## src/rtl/twos_to_signmag_serial.sv

```systemverilog
// ---------------------------------------------------------------------------
// twos_to_signmag_serial
//
// Bit-serial two's-complement to sign-magnitude converter. One operand is
// captured per transaction, then walked LSB first over WIDTH shift cycles
// using the copy-to-first-1-then-invert rule. A "seen a one" flag stands in
// for the carry chain of a conventional negate. The result is presented as
// {out_sign, out_mag} with a valid/ready handshake. Transactions do not
// overlap: a new operand is taken only in IDLE.
//
// Parameters
//   WIDTH      operand and magnitude width in bits (>= 2)
//
// Ports
//   clk        rising-edge clock
//   rst_n      asynchronous active-low reset (async assert, sync release)
//   in_valid   operand valid
//   in_ready   converter idle and able to accept an operand
//   in_data    two's-complement operand, sampled on the acceptance edge
//   out_valid  result valid (held until out_ready)
//   out_ready  consumer accepts the result
//   out_sign   1 = negative
//   out_mag    unsigned magnitude
//   out_ovf    saturation flag for the most-negative input
//
// Configuration macro
//   SAT_MIN_EN  when defined, the most-negative operand saturates to
//               2^(WIDTH-1)-1 and raises out_ovf for that result. When
//               undefined, out_ovf is tied low and the most-negative operand
//               converts to its exact magnitude 2^(WIDTH-1).
// ---------------------------------------------------------------------------
module twos_to_signmag_serial #(
    parameter int WIDTH = 8
) (
    input  logic             clk,
    input  logic             rst_n,
    input  logic             in_valid,
    output logic             in_ready,
    input  logic [WIDTH-1:0] in_data,
    output logic             out_valid,
    input  logic             out_ready,
    output logic             out_sign,
    output logic [WIDTH-1:0] out_mag,
    output logic             out_ovf
);

    localparam int CNT_W = $clog2(WIDTH);

    typedef enum logic [1:0] {
        IDLE  = 2'd0,
        SHIFT = 2'd1,
        DONE  = 2'd2
    } state_t;

    state_t             stateCur;
    state_t             stateNext;

    logic [CNT_W-1:0]   bitCnt;
    logic               seenOne;
    logic [WIDTH-1:0]   shiftReg;
    logic               signReg;
    logic [WIDTH-1:0]   magReg;

    logic               accept;
    logic               lastBit;
    logic               curBit;
    logic               magBit;

    assign accept  = in_valid & in_ready;
    assign lastBit = (bitCnt == CNT_W'(WIDTH - 1));
    assign curBit  = shiftReg[0];
    // Bits up to and including the first 1 are copied; later bits of a
    // negative operand are inverted.
    assign magBit  = (signReg & seenOne) ? ~curBit : curBit;

    // State register
    always_ff @(posedge clk or negedge rst_n) begin
        if (!rst_n) begin
            stateCur <= IDLE;
        end else begin
            stateCur <= stateNext;
        end
    end

    // Next-state logic
    always_comb begin
        stateNext = stateCur;
        case (stateCur)
            IDLE:    if (accept)    stateNext = SHIFT;
            SHIFT:   if (lastBit)   stateNext = DONE;
            DONE:    if (out_ready) stateNext = IDLE;
            default:                stateNext = IDLE;
        endcase
    end

    // Output logic
    always_comb begin
        in_ready  = (stateCur == IDLE);
        out_valid = (stateCur == DONE);
    end

    // Serial datapath
`ifdef SAT_MIN_EN
    logic ovfReg;
    // Most-negative operand: sign set and no 1 in bits [WIDTH-2:0], which is
    // exactly the state of seenOne while the MSB is being processed.
    logic satHit;
    assign satHit = lastBit & signReg & ~seenOne;

    always_ff @(posedge clk or negedge rst_n) begin
        if (!rst_n) begin
            shiftReg <= '0;
            signReg  <= 1'b0;
            seenOne  <= 1'b0;
            bitCnt   <= '0;
            magReg   <= '0;
            ovfReg   <= 1'b0;
        end else begin
            case (stateCur)
                IDLE: begin
                    if (accept) begin
                        shiftReg <= in_data;
                        signReg  <= in_data[WIDTH-1];
                        seenOne  <= 1'b0;
                        bitCnt   <= '0;
                        ovfReg   <= 1'b0;
                    end
                end
                SHIFT: begin
                    shiftReg <= shiftReg >> 1;
                    seenOne  <= seenOne | curBit;
                    if (satHit) begin
                        magReg <= {1'b0, {(WIDTH-1){1'b1}}};
                        ovfReg <= 1'b1;
                    end else begin
                        magReg <= {magBit, magReg[WIDTH-1:1]};
                    end
                    if (!lastBit) bitCnt <= bitCnt + CNT_W'(1);
                end
                default: ;
            endcase
        end
    end

    assign out_ovf = ovfReg;
`else
    always_ff @(posedge clk or negedge rst_n) begin
        if (!rst_n) begin
            shiftReg <= '0;
            signReg  <= 1'b0;
            seenOne  <= 1'b0;
            bitCnt   <= '0;
            magReg   <= '0;
        end else begin
            case (stateCur)
                IDLE: begin
                    if (accept) begin
                        shiftReg <= in_data;
                        signReg  <= in_data[WIDTH-1];
                        seenOne  <= 1'b0;
                        bitCnt   <= '0;
                    end
                end
                SHIFT: begin
                    shiftReg <= shiftReg >> 1;
                    seenOne  <= seenOne | curBit;
                    // Magnitude enters from the MSB so that after WIDTH
                    // cycles operand bit 0 sits in magnitude bit 0.
                    magReg   <= {magBit, magReg[WIDTH-1:1]};
                    if (!lastBit) bitCnt <= bitCnt + CNT_W'(1);
                end
                default: ;
            endcase
        end
    end

    assign out_ovf = 1'b0;
`endif

    assign out_sign = signReg;
    assign out_mag  = magReg;

endmodule

```

## config.mk

```make
export PLATFORM = sky130hd
export DESIGN_NAME = twos_to_signmag_serial
export DESIGN_NICKNAME = d
export VERILOG_FILES = /design/src/rtl/twos_to_signmag_serial.sv
export SDC_FILE = /design/constraint.sdc
export NUM_CORES = 1
export LEC_CHECK = 0
export BUFFER_PORTS_ARGS = -buffer_cell sky130_fd_sc_hd__buf_2
export CAP_MARGIN = 20
export CORE_ASPECT_RATIO = 0.6
export CORE_MARGIN = 10
export CORE_UTILIZATION = 46
export DETAILED_ROUTE_END_ITERATION = 16
export GPL_ROUTABILITY_DRIVEN = 0
export GPL_TIMING_DRIVEN = 0
export MAX_ROUTING_LAYER = met4
export PLACE_DENSITY = 0.68
export SLEW_MARGIN = 15
export SYNTH_ARGS = -nofsm -noshare
export SYNTH_HDL_FRONTEND = slang
export SYNTH_SLANG_ARGS = --single-unit
```

## constraint.sdc

```tcl
create_clock -name clk -period 1.2 [get_ports clk]
set_input_delay 0.24 -clock clk [delete_from_list [all_inputs] [get_ports clk]]
set_output_delay 0.24 -clock clk [all_outputs]
set_load 0.005 [all_outputs]
```

# Word-level counts from Yosys, hierarchy flattened
# Cells that the tools add are included.
[totals] inputBits=12 out_inout_bits=12 register_bits=23
[classes] bitwise=4 muxes=12 addsub=1 n_eq_ne=7 n_reduce_logical=6
[op_table] operator="$pmux W8 S2" count=1
[op_table] operator="$mux W8" count=1
[op_table] operator="$mux W2" count=3
[op_table] operator="$mux W3" count=2
[op_table] operator="$pmux W2 S3" count=1
[op_table] operator="$pmux W3 S2" count=1
[op_table] operator="$reduce_and A3 Y1" count=2
[op_table] operator="$ne A2 B1 Y1 const B" count=2
[op_table] operator="$ne A2 B2 Y1 const B" count=2
[op_table] operator="$reduce_and A2 Y1" count=2
[op_table] operator="$add A3 B1 Y3 const B" count=1
[op_table] operator="$eq A3 B3 Y1 const B" count=1
[op_table] operator="$and A1 B1 Y1" count=2
[op_table] operator="$eq A2 B1 Y1 const B" count=1
[op_table] operator="$eq A2 B2 Y1 const B" count=1
[op_table] operator="$logic_not A2 Y1" count=1
[op_table] operator="$mux W1" count=2
[op_table] operator="$pmux W1 S2" count=1
[op_table] operator="$reduce_bool A2 Y1" count=1
[op_table] operator="$not A1 Y1" count=1
[op_table] operator="$or A1 B1 Y1" count=1

# Depth between registers and ports, before layout
[logic_depth] word_depth=4 depth_mapped=5

# Worst setup path after synthesis
# OpenSTA, ideal clock, no wires.
[synth_path] path_type="register to register" startpoint="reg bitCnt[0]" endpoint="reg bitCnt[0]" required_time_ns=1.122 arrival_time_ns=1.155 path_stages_with_launch=6 path_slack_ns=-0.034 period_less_slack_ns=1.234 setup_time_ns=0.078 path_cell_list="dfrtp_1 -> ha_1 -> ha_1 -> nor3_1 -> a21oi_1 -> o2bb2ai_1"
[synth_via] elab_chain_len=3 word_cells_on_any_way=6 classes_between="1 x add/sub; 2 x eq/ne; 2 x mux; 1 x reduce/logical"
[synth_lines] item="start: declaration" line="58" text="logic [CNT_W-1:0] bitCnt;"
[synth_lines] item="start signal: assignment" line="170" text="if (!lastBit) bitCnt <= bitCnt + CNT_W'(1);"
[synth_lines] item="$add A3 B1 Y3 or $eq A3 B3 Y1 (tied branches)" line="170, 70"
[synth_lines] item="$mux W3 or $ne A2 B2 Y1 (tied branches)"
[synth_lines] item="$pmux W3 S2 or $reduce_and A3 Y1 (tied branches)"
# Several ways; a longest one is shown, not always the timed one. The select of a mux whose other input is x is not followed.
# A chain may end at the register's enable or synchronous reset.

# Worst setup path after layout
[layout_path] startpoint="reg stateCur[1]" endpoint="out out_valid"
[layout_via] elab_chain_len=1
[layout_lines] item="start: declaration" line="55" text="state_t stateCur;"
[layout_lines] item="start signal: assignment" line="81" text="stateCur <= stateNext;"
[layout_lines] item="$eq A2 B2 Y1" line="99" text="out_valid = (stateCur == DONE);"
[layout_lines] item="end: declaration" line="40" text="output logic out_valid,"
# No other way between the ends.

==> summary.md <==
| Metric | Value |
|---|---|
| Reg2reg start | bitCnt[0] |
| Kind of critical path | reg -> out |
| CP startpoint kind | flop |
| Post-Syn Area | 1045 sq um |
| Post-synth EDFFs | 0 |
| Tot Pwr | 4.090 mW |
| Post-synth ARST share | 1.000 |
| RSZ-0062 raised after global routing | true |
| Starting density of the core | 0.4829 |
| CTS tree | done |
| CP max-delay cell | dfrtp_2 |
| Number of I/O pins | 24 |
| Fin area | 1526 sq um |
| Syn nets | 109 |
| Most common cell in the synthesized netlist | dfrtp_1 |
| Failing checks | negative setup slack |
| DP Wirelength | 1671 um |
| Reg2reg end | bitCnt[0] |
| CTS buffer count | 3 |
| First-pass GRT wire length | 4305 um |
| Crit path DAT | 1.03 ns |
| Nets | 150 |
| Slew Viols, Final | 0 |
| Global Route Usage Sum | 0.1183 |
| Max-cap violations | 0 |
| Total gr overflow | 0 |
| Share of layout cells above drive strength 1 | 0.5556 |
| Status | finished with violations |
| Pre-antenna DRT Iters | 4 |
| Power Dens Cells | 2679 nW/um^2 |
| H-tree lvl count | 1 |
| Die width | 81.53 um |
| Clk buf depth | 2 |
| Top cell type's share of synthesized area | 0.5509 |
| Final clock skew | 0.001765 ns |
| Clock Sinks | 23 |
| Setup ws final | -0.07339 ns |
| P_leak | 0.6804 nW |
| Vias in the first global route | 918 |
| List of most frequent post-synthesis cells | dfrtp_1, o22ai_1, a21oi_1, mux2_2, o21ai_0 |
| Area growth, synth to finish | 46.11% |
| Post-synth top flop | dfrtp_1 |
| Mapped Cells | 95 |
| Die Area | 4640 sq um |
| Final setup viols | 10 |
| Maximum vdd drop | 1.146 mV |
| Crit path cell chain | inv_2, buf_6, nor2_4, buf_2 |
| Mean routed wirelength per cell | 17.42 um |
| Setup TNS | -0.4435 ns |
| Clock Latency Late Sink | 0.26 ns |
| Syn avg cell area | 11.00 sq um |
| Startpoint of the worst hold path | out_ready |
| HP Class | in -> reg |
| Yosys reg bits | 23 |
| Initial antenna violation count | 0 |
| Critical path data required time | 0.96 ns |
| Post-route ant nets | 0 |
| # diodes | 0 |
| Slew headroom | 0.6385 |
| Core Box Area | 2163 sq um |
| Top post-synthesis cells by area | dfrtp_1, o22ai_1, mux2_2 |
| Measured slew at the worst slew-check pin | 0.5422 ns |
| Synth area leader | dfrtp_1 |
| Fin crit share | 1.061 |
| Yosys synthesis warning count | 0 |
| Root Buffer | clkbuf_8 |
| Slowest Stage Delay on Critical Path | 0.44 ns |
| Place WS | -0.1407 ns |
| Unique masters post-synth | 23 |
| Drt total wl | 2874 um |
| Routed vias/inst | 5.491 |
| Worst-path clk slew | 0.08 ns |
| Hold path endpoint | stateCur[1] |
| Final Critical Period | 1.273 ns |
| Worst Path Max Fanout | 4 |
| IO buf count | 22 |
| Min-Delay Path Depth | 2 |
| DP Area | 1202 sq um |
| Rows | 13 |
| Largest net degree at the start of global routing | 24 |
| Max Clock Freq | 785.3 MHz |
| Part of the Yosys area used for sequential elements | 0.5509 |
| Util after Layout | 0.7056 |
| Flop-to-flop setup slack | -0.05 ns |
| FF-to-FF path depth | 5 |
| # DRC | 0 |
| Iter 0 DRT Violations | 54 |
| Die height | 56.92 um |
| Endpoint type of the worst setup path | output port |
| Hold Fails Final Rpt | 0 |
| Vias post-DR | 906 |
-- report_power, final --
part / internal [mW] / switching (mW)
registers: 1.15 / 0.343
logic: 1.21 / 0.911
clock network: 0.232 / 0.248
total: 2.59 / 1.50
-- sequential cells by signal, indices dropped and copies added (netlist names) --
signal    flops
out_mag       8
shiftReg      8
bitCnt        3
stateCur      2
out_sign      1
seenOne       1
-- metrics by stage --
step / instances / hold WS [ns]
global placement: 147 / 0.2373
finish: 165 / 0.1337
detailed placement: 147 / 0.2394
CTS: 161 / 0.1274
floorplan: 95 / -0.05559
global route: 165 / 0.1281
-- worst max-delay path, delay by kind of cell, from the launching register on --
kind	cells	cell delay, ns
DFF	1	0.44
buffers and inverters	3	0.30
and+or+nand+nor	1	0.03
-- how the worst max path moves through the flow --
stage / start / endpoint / slack, ns / cells after the start
2_1_floorplan: stateCur[1] / out_mag[6] / -0.01 / 4
3_3_place_gp: stateCur[0] / shiftReg[0] / -0.11 / 4
3_5_place_dp: stateCur[0] / shiftReg[4] / -0.14 / 4
4_1_cts: stateCur[1] / in_ready / -0.06 / 3
5_1_grt: bitCnt[0] / bitCnt[0] / -0.13 / 5
6_report: stateCur[1] / out_valid / -0.07 / 4
-- logic make-up after synthesis --
kind of cell	count (synthesis)	share of synthesized area
AOI/OAI and AO/OA	37	0.2120
DFF	23	0.5509
and+or+nand+nor	14	0.06108
buffers and inverters	10	0.06108
muxes	7	0.07903
adders and majority gates	2	0.02395
other	1	0.003589
xor gates and xnor gates	1	0.008385
-- layer usage --
layer	up-vias	global-route usage	share of wire
li1	429	-	-
met1	432	0.1529	0.43
met2	45	0.1684	0.47
met3	0	0.05079	0.097
met4	0	0.01966	0
met5	-	-	0
-- cell usage in the layout (no fill, tap or decap), types with 2 or more instances in the layout --
master     instances
o22ai_2            5
buf_4             13
a21oi_2            2
nand2b_4           2
a22oi_2            2
a21oi_1            9
buf_2             22
clkbuf_8           3
mux2_2             2
nor2_1             2
dfrtp_1           22
o21ai_1            2
o2bb2ai_1          3
buf_6              5
mux2_4             5
nor2_4             2
o22ai_1            8
o21ai_0            4
nand2_1            3
-- final cells by class --
type	count	area (sq um)
plain buffers	6	56.30
clock buffers	3	41.29
clock inverters	1	5.005
fillers	154	636.9
inverters	2	7.507
multi-input cells	62	545.5
flip-flops and latches	23	576.8
well taps	30	37.54
repair buffers	38	256.5
-- what timing repair did --
| item | in CTS | in global routing |
|---|---|---|
| hold buffers | 1 | 0 |
| setup buffers | 10 | 5 |
| gates resized for setup | 14 | 26 |
| endpoints found under the hold margin | 23 | 0 |
| setup endpoints to repair | 20 | 22 |
| pin swaps | 2 | 8 |
| gates cloned | 1 | 0 |
Power figures use the tool's default switching activity.
